## src/rtl/seg7_pkg.sv

```systemverilog
// seg7_pkg: shared constants for the 7-segment scan controller.
//   HEX_SEG_TABLE : active-low {g,f,e,d,c,b,a} pattern for every hex nibble.
//   SEG_BLANK     : all segments off.
//   AN_OFF        : all anodes off. This is sized for the largest bank (8 digits);
//                   users slice it down to their own digit count.
//   hex_to_seg    : table lookup used by the decoder.
package seg7_pkg;

   localparam int MAX_DIGITS = 8;

   localparam logic [6:0] SEG_BLANK = 7'h7F;

   localparam logic [MAX_DIGITS-1:0] AN_OFF = 8'hFF;

   // Entry 15 is listed first so that HEX_SEG_TABLE[n] is the pattern for nibble n.
   localparam logic [15:0][6:0] HEX_SEG_TABLE = {
      7'h0E, 7'h06, 7'h21, 7'h46,   // F E d C
      7'h03, 7'h08, 7'h10, 7'h00,   // b A 9 8
      7'h78, 7'h02, 7'h12, 7'h19,   // 7 6 5 4
      7'h30, 7'h24, 7'h79, 7'h40    // 3 2 1 0
   };

   function automatic logic [6:0] hex_to_seg(input logic [3:0] nib);
      return HEX_SEG_TABLE[nib];
   endfunction

endpackage

```

## src/rtl/seg7_hex_decode.sv

```systemverilog
// seg7_hex_decode: purely combinational nibble -> active-low segment pattern.
// Ports:
//   nibble  in  4  hex value 0..F
//   seg     out 7  {g,f,e,d,c,b,a}, active-low; every code is defined
module seg7_hex_decode
   import seg7_pkg::*;
(
   input  logic [3:0] nibble,
   output logic [6:0] seg
);

   assign seg = hex_to_seg(nibble);

endmodule

```

## src/rtl/seg7_scan_ctrl.sv

```systemverilog
// seg7_scan_ctrl: time-multiplexed driver for a common-anode 7-segment bank.
// Each digit owns a slot of SLOT_CYCLES clocks. Inside its slot, the digit's anode
// is pulsed for a brightness-dependent fraction of the slot. Display data is loaded
// into a pending buffer and promoted to the shadow (displayed) copy only at the
// frame boundary, so a frame never shows mixed data.
// Ports:
//   CLK100MHZ   in   system clock
//   reset       in   asynchronous active-high reset
//   load        in   one-cycle strobe capturing digits_in/dp_in/en_in
//   digits_in   in   nibble i drives digit i (digit N_DIGITS-1 is the most significant)
//   dp_in       in   decimal point request per digit (1 = lit)
//   en_in       in   digit enable (0 = dark)
//   lzb_en      in   leading-zero blanking, sampled live
//   bright      in   brightness level, sampled live
//   an          out  anode selects, active-low
//   seg         out  segments {g,f,e,d,c,b,a}, active-low
//   dp          out  decimal point, active-low
//   frame_tick  out  one-cycle pulse in the first cycle of digit 0
module seg7_scan_ctrl
   import seg7_pkg::*;
#(
   parameter int N_DIGITS    = 8,
   parameter int SLOT_CYCLES = 2048,
   parameter int BRIGHT_W    = 3
) (
   input  logic                  CLK100MHZ,
   input  logic                  reset,
   input  logic                  load,
   input  logic [4*N_DIGITS-1:0] digits_in,
   input  logic [N_DIGITS-1:0]   dp_in,
   input  logic [N_DIGITS-1:0]   en_in,
   input  logic                  lzb_en,
   input  logic [BRIGHT_W-1:0]   bright,
   output logic [N_DIGITS-1:0]   an,
   output logic [6:0]            seg,
   output logic                  dp,
   output logic                  frame_tick
);

   localparam int CNT_W = (SLOT_CYCLES > 1) ? $clog2(SLOT_CYCLES) : 1;
   localparam int IDX_W = (N_DIGITS > 1) ? $clog2(N_DIGITS) : 1;

   localparam logic [CNT_W-1:0]    CNT_LAST   = CNT_W'(SLOT_CYCLES - 1);
   localparam logic [IDX_W-1:0]    IDX_LAST   = IDX_W'(N_DIGITS - 1);
   // One brightness step, in clocks. The extra bit holds a threshold equal to SLOT_CYCLES.
   localparam logic [CNT_W:0]      STEP       = (CNT_W+1)'(SLOT_CYCLES >> BRIGHT_W);
   localparam logic [N_DIGITS-1:0] AN_ALL_OFF = AN_OFF[N_DIGITS-1:0];

   logic [CNT_W-1:0]              slot_cnt_r;
   logic [IDX_W-1:0]              idx_r;

   logic [N_DIGITS-1:0][3:0]      pend_dig_r;
   logic [N_DIGITS-1:0]           pend_dp_r;
   logic [N_DIGITS-1:0]           pend_en_r;
   logic                          pend_valid_r;

   logic [N_DIGITS-1:0][3:0]      shadow_dig_r;
   logic [N_DIGITS-1:0]           shadow_dp_r;
   // The enable mask is stored inverted, so a cleared shadow shows "0" on every digit
   // instead of going dark.
   logic [N_DIGITS-1:0]           shadow_off_r;

   logic [N_DIGITS-1:0]           an_r;
   logic [6:0]                    seg_r;
   logic                          dp_r;
   logic                          frame_tick_r;

   logic                          boundary_s;
   logic [3:0]                    cur_nib_s;
   logic [6:0]                    dec_seg_s;
   logic [N_DIGITS-1:0]           blank_s;
   logic [CNT_W:0]                thr_s;
   logic [N_DIGITS-1:0]           an_nxt_s;
   logic [6:0]                    seg_nxt_s;
   logic                          dp_nxt_s;

   assign boundary_s = (slot_cnt_r == CNT_LAST) && (idx_r == IDX_LAST);
   assign cur_nib_s  = shadow_dig_r[idx_r];

   seg7_hex_decode u_hex_decode (
      .nibble (cur_nib_s),
      .seg    (dec_seg_s)
   );

   // Blanking mask: digit k is blanked while every enabled nibble from the top down to k is zero.
   always_comb begin : blank_mask
      logic zero_run_v;
      zero_run_v = 1'b1;
      blank_s    = {N_DIGITS{1'b0}};
      for (int k = N_DIGITS - 1; k >= 1; k--) begin
         zero_run_v = zero_run_v & (shadow_off_r[k] | (shadow_dig_r[k] == 4'h0));
         blank_s[k] = zero_run_v;
      end
   end

   // Next an/seg/dp for the digit and slot position currently selected.
   always_comb begin
      thr_s     = ((CNT_W+1)'(bright) + (CNT_W+1)'(1)) * STEP;
      an_nxt_s  = AN_ALL_OFF;
      seg_nxt_s = SEG_BLANK;
      dp_nxt_s  = 1'b1;
      if (!shadow_off_r[idx_r]) begin
         if (lzb_en && blank_s[idx_r]) begin
            seg_nxt_s = SEG_BLANK;
         end else begin
            seg_nxt_s = dec_seg_s;
         end
         dp_nxt_s = ~shadow_dp_r[idx_r];
         // The last clock of every slot is dark, so the anodes of adjacent digits never overlap.
         if (({1'b0, slot_cnt_r} < thr_s) && (slot_cnt_r != CNT_LAST)) begin
            an_nxt_s[idx_r] = 1'b0;
         end else begin
            an_nxt_s = AN_ALL_OFF;
         end
      end else begin
         an_nxt_s  = AN_ALL_OFF;
         seg_nxt_s = SEG_BLANK;
         dp_nxt_s  = 1'b1;
      end
   end

   // Slot counter and digit index.
   always_ff @(posedge CLK100MHZ or posedge reset) begin
      if (reset) begin
         slot_cnt_r <= {CNT_W{1'b0}};
         idx_r      <= {IDX_W{1'b0}};
      end else if (slot_cnt_r == CNT_LAST) begin
         slot_cnt_r <= {CNT_W{1'b0}};
         if (idx_r == IDX_LAST) begin
            idx_r <= {IDX_W{1'b0}};
         end else begin
            idx_r <= idx_r + 1'b1;
         end
      end else begin
         slot_cnt_r <= slot_cnt_r + 1'b1;
      end
   end

   // Pending/shadow double buffer. A load in the boundary cycle goes straight to the shadow.
   always_ff @(posedge CLK100MHZ or posedge reset) begin
      if (reset) begin
         pend_dig_r   <= {(4*N_DIGITS){1'b0}};
         pend_dp_r    <= {N_DIGITS{1'b0}};
         pend_en_r    <= {N_DIGITS{1'b0}};
         pend_valid_r <= 1'b0;
         shadow_dig_r <= {(4*N_DIGITS){1'b0}};
         shadow_dp_r  <= {N_DIGITS{1'b0}};
         shadow_off_r <= {N_DIGITS{1'b0}};
      end else if (boundary_s) begin
         pend_valid_r <= 1'b0;
         if (load) begin
            shadow_dig_r <= digits_in;
            shadow_dp_r  <= dp_in;
            shadow_off_r <= ~en_in;
         end else if (pend_valid_r) begin
            shadow_dig_r <= pend_dig_r;
            shadow_dp_r  <= pend_dp_r;
            shadow_off_r <= ~pend_en_r;
         end else begin
            shadow_dig_r <= shadow_dig_r;
         end
      end else if (load) begin
         pend_dig_r   <= digits_in;
         pend_dp_r    <= dp_in;
         pend_en_r    <= en_in;
         pend_valid_r <= 1'b1;
      end else begin
         pend_valid_r <= pend_valid_r;
      end
   end

   // Registered pin drivers and frame pulse.
   always_ff @(posedge CLK100MHZ or posedge reset) begin
      if (reset) begin
         an_r         <= AN_ALL_OFF;
         seg_r        <= SEG_BLANK;
         dp_r         <= 1'b1;
         frame_tick_r <= 1'b0;
      end else begin
         an_r         <= an_nxt_s;
         seg_r        <= seg_nxt_s;
         dp_r         <= dp_nxt_s;
         frame_tick_r <= boundary_s;
      end
   end

   assign an         = an_r;
   assign seg        = seg_r;
   assign dp         = dp_r;
   assign frame_tick = frame_tick_r;

endmodule
```

## config.mk

```make
export PLATFORM = sky130hd
export DESIGN_NAME = seg7_scan_ctrl
export DESIGN_NICKNAME = d
export VERILOG_FILES = /design/src/rtl/seg7_pkg.sv /design/src/rtl/seg7_hex_decode.sv /design/src/rtl/seg7_scan_ctrl.sv
export SDC_FILE = /design/constraint.sdc
export NUM_CORES = 1
export LEC_CHECK = 0
export CORE_MARGIN = 3
export CORE_UTILIZATION = 28
export CTS_BUF_LIST = sky130_fd_sc_hd__clkbuf_4 sky130_fd_sc_hd__clkbuf_8
export DETAILED_ROUTE_END_ITERATION = 10
export PLACE_DENSITY_LB_ADDON = 0.25
export SLEW_MARGIN = 5
export SYNTH_ARGS = -nofsm -noshare
export SYNTH_HDL_FRONTEND = slang
export SYNTH_SLANG_ARGS = --single-unit
```

## constraint.sdc

```tcl
create_clock -name CLK100MHZ -period 4.9 [get_ports CLK100MHZ]
set_clock_uncertainty 0.2 [all_clocks]
set_input_delay 0.98 -clock CLK100MHZ [delete_from_list [all_inputs] [get_ports CLK100MHZ]]
set_output_delay 0.98 -clock CLK100MHZ [all_outputs]
set_load 0.02 [all_outputs]
```

==> impl_metrics.csv <==
group,metric,value,unit
power_and_ir_drop,seqPwrFrac,0.473,
sta,worst_pin_slew,1.09,ns
clocking,cts_tree,"yes",
clocking,holdBufCountCts,0,
sta,holdWs,0.286,ns
finish,fin_nets,640,
worst_setup_path,cp-end-kind,"register",
sta,rsz0062_at_grt,"false",
floorplanning,die_y,155,um
floorplanning,io_pins,72,
routing,vias_per_cell,4.67,
synth,syn_inst,511,
synth,synth.distinct_cells,58,
synth,synth_top_area_share,0.452,
routing,drc_errors,0,
routing,dr.pass1.iters,4,
finish,syn2layout_area_growth,21.8,%
power_and_ir_drop,clockPowerShare,0.420,
synth,ys_seq_elements,128,
synth,synth_fa_ha_area_frac,0.0242,
finish,num_antenna_cells,0,
placed_design,hpwl,9370,um
finish,final_util,0.353,
worst_setup_path,critPathKind,"register to register",
sta,setup_slack,1.70,ns
sta,slew_headroom,0.275,
sta,min_period,3.20,ns
power_and_ir_drop,p_per_area,324,mW/mm2
routing,via_count,4022,
worst_setup_path,crit_required,5.05,ns
synth,synth_edf_count,0,
finish,final_cell_mix,"dfrtp_1, clkdlybuf4s50_1, mux2_2, nand2_1, mux2i_1",
sta,tns,0,ns
synth,synthTopCellsByArea,"dfrtp_1, mux2_2, mux2i_1",
power_and_ir_drop,combinationalPowerShare,0.107,
hold_path,hp-class,"register to register",
synth,syn_area_per_cell,12.1,um2
power_and_ir_drop,internal-power,1890,uW
clocking,cts_made_buffers,17,
worst_setup_path,cp.arrival,3.35,ns
synth,synthFlopType,"dfrtp_1",
clocking,cts.sinks,128,
synth,synthSimpleGateAreaFrac,0.0996,
synth,synth-seq-area-share,0.519,
clocking,cts_buffer_depth,2,
synth,synthMuxAreaShare,0.224,
synth,synth_top_family_by_area,"multiplexers",
grt,antenna_found_initial,0,
floorplanning,core_area,0.0214,mm2
clocking,clk_latency,0.43,ns
finish,drive_above_1_share,0.253,
synth,async_reset_ff_frac,1.00,
sta,min_period_over_period,0.654,
worst_setup_path,worstSetupStartpointType,"register",
grt,grt_pass1_wl,21700,um
clocking,post-cts-setup-buffers,0,
routing,ant_nets,0,
power_and_ir_drop,p_switching,558,uW
clocking,htreeDepth,4,
floorplanning,die_area,0.0240,mm2
placed_design,dp_slack,1.67,ns
sta,hold_viol,0,
synth,synth-xor-area-share,0.0127,
run_status,outcome,"complete, no violations",
routing,wl_per_cell,15.1,um
synth,synth_compound_area_frac,0.0818,
grt,grt.total_usage,0.113,
worst_setup_path,path_max_fanout,20,
placed_design,gp_congestion,0.787,
synth,synth_largest_area_cell,"dfrtp_1",
flow_run,maxCapViolations,0,
grt,grt-ovfl-total,0,
finish,layout_commonest_cell,"dfrtp_1",
synth,netlist_area,0.00621,mm2
clocking,path_clk_slew,0.07,ns
clocking,ctsResizeCount,0,
synth,yosys_warnings,0,
floorplanning,rows,53,
power_and_ir_drop,p_sw_frac,0.228,
power_and_ir_drop,leakage,0.00322,uW
floorplanning,start_util,0.290,
grt,grt_max_degree,95,
sta,finalSetupViolCount,0,
routing,drt_iter0_drc,144,
clocking,ctsRootBufferMaster,"clkbuf_8",
routing,routed_wl,13000,um
power_and_ir_drop,peakVddDrop,0.000133,V
synth,syn-num-nets,578,
sta,max_freq,0.312,GHz
floorplanning,die_width,155,um
sta,final_max_slew_viol_count,0,
grt,grt_pass1_vias,4097,
placed_design,io_buffers,71,
==> final timing paths <==
path	from	end	slack [ns]	cells past startpoint
worst max-delay path	idx_r[1]	seg[3]	1.70	6
worst min-delay path	shadow_dp_r[0]	shadow_dp_r[0]	0.29	2
worst max register to register	idx_r[1]	seg[3]	1.70	6
worst min register to register	shadow_dp_r[0]	shadow_dp_r[0]	0.29	2
max in group asynchronous	reset	pend_dig_r[8]	2.55	3
min in group asynchronous	reset	pend_en_r[0]	0.95	2
==> cells by family after synthesis <==
group / after synthesis
mux: 120
xor+xnor: 9
flops: 128
fa+ha+maj: 12
compound gates: 79
buf+inv: 39
simple gates: 124
==> synth_stat cells (7+ instances only) <==
library cell,count
clkbuf_1,12
nand3_1,7
dfrtp_1,112
buf_2,7
buf_6,7
mux2i_1,49
nor4_1,7
o21ai_1,40
dfstp_2,16
mux4_2,8
o21ai_2,9
nor2_1,17
buf_4,8
nand2_1,62
mux2_2,62
ha_1,12
==> registers in the layout, indices dropped and copies added, names as in the netlist <==
signal,cells
idx_r,3
slot_cnt_r,11
an,8
shadow_dp_r,8
dp,1
seg,7
pend_dig_r,32
frame_tick,1
pend_valid_r,1
pend_en_r,8
pend_dp_r,8
shadow_dig_r,32
shadow_off_r,8
==> metrics by stage <==
step | power (uW) | cell area (um2) | cells
global route | 2570 | 7560 | 861
floorplan | 1340 | 6210 | 511
detailed placement | 1450 | 7100 | 829
global placement | 1440 | 7100 | 829
finish | 2450 | 7560 | 861
CTS | 2490 | 7560 | 861
==> power groups by stage <==
stage / Combinational [uW] / Clock [uW] / Sequential [uW]
global placement: 263 / 0 / 1180
global route: 291 / 1110 / 1170
finish: 262 / 1030 / 1160
detailed placement: 269 / 0 / 1180
CTS: 269 / 1070 / 1160
floorplan: 159 / 0 / 1180
==> critical path, stage by stage (launching register included) <==
cell and delay [ns]:
dfrtp_1 0.79, buf_4 0.31, mux4_2 0.50, mux2i_1 0.71, mux2_2 0.42, nor2_1 0.09, o21ai_1 0.09
==> layout make-up <==
| cell class | instances | area, um2 |
|---|---|---|
| fillers | 2126 | 13900 |
| flip-flops and latches | 128 | 3220 |
| multi-input cells | 344 | 2760 |
| repair buffers | 77 | 751 |
| well taps | 275 | 344 |
| clock buffers | 23 | 310 |
| clock inverters | 9 | 153 |
| inverters | 5 | 21.3 |
==> layer usage <==
layer  up-vias  GRT usage  part of all wire
li1       1962          -                 -
met4         0     0.0315            0.0099
met2        72      0.177              0.47
met3         9     0.0317             0.040
met1      1979      0.154              0.48
met5         -          0                 0
Note: power is estimated with default switching activity, not from simulation.
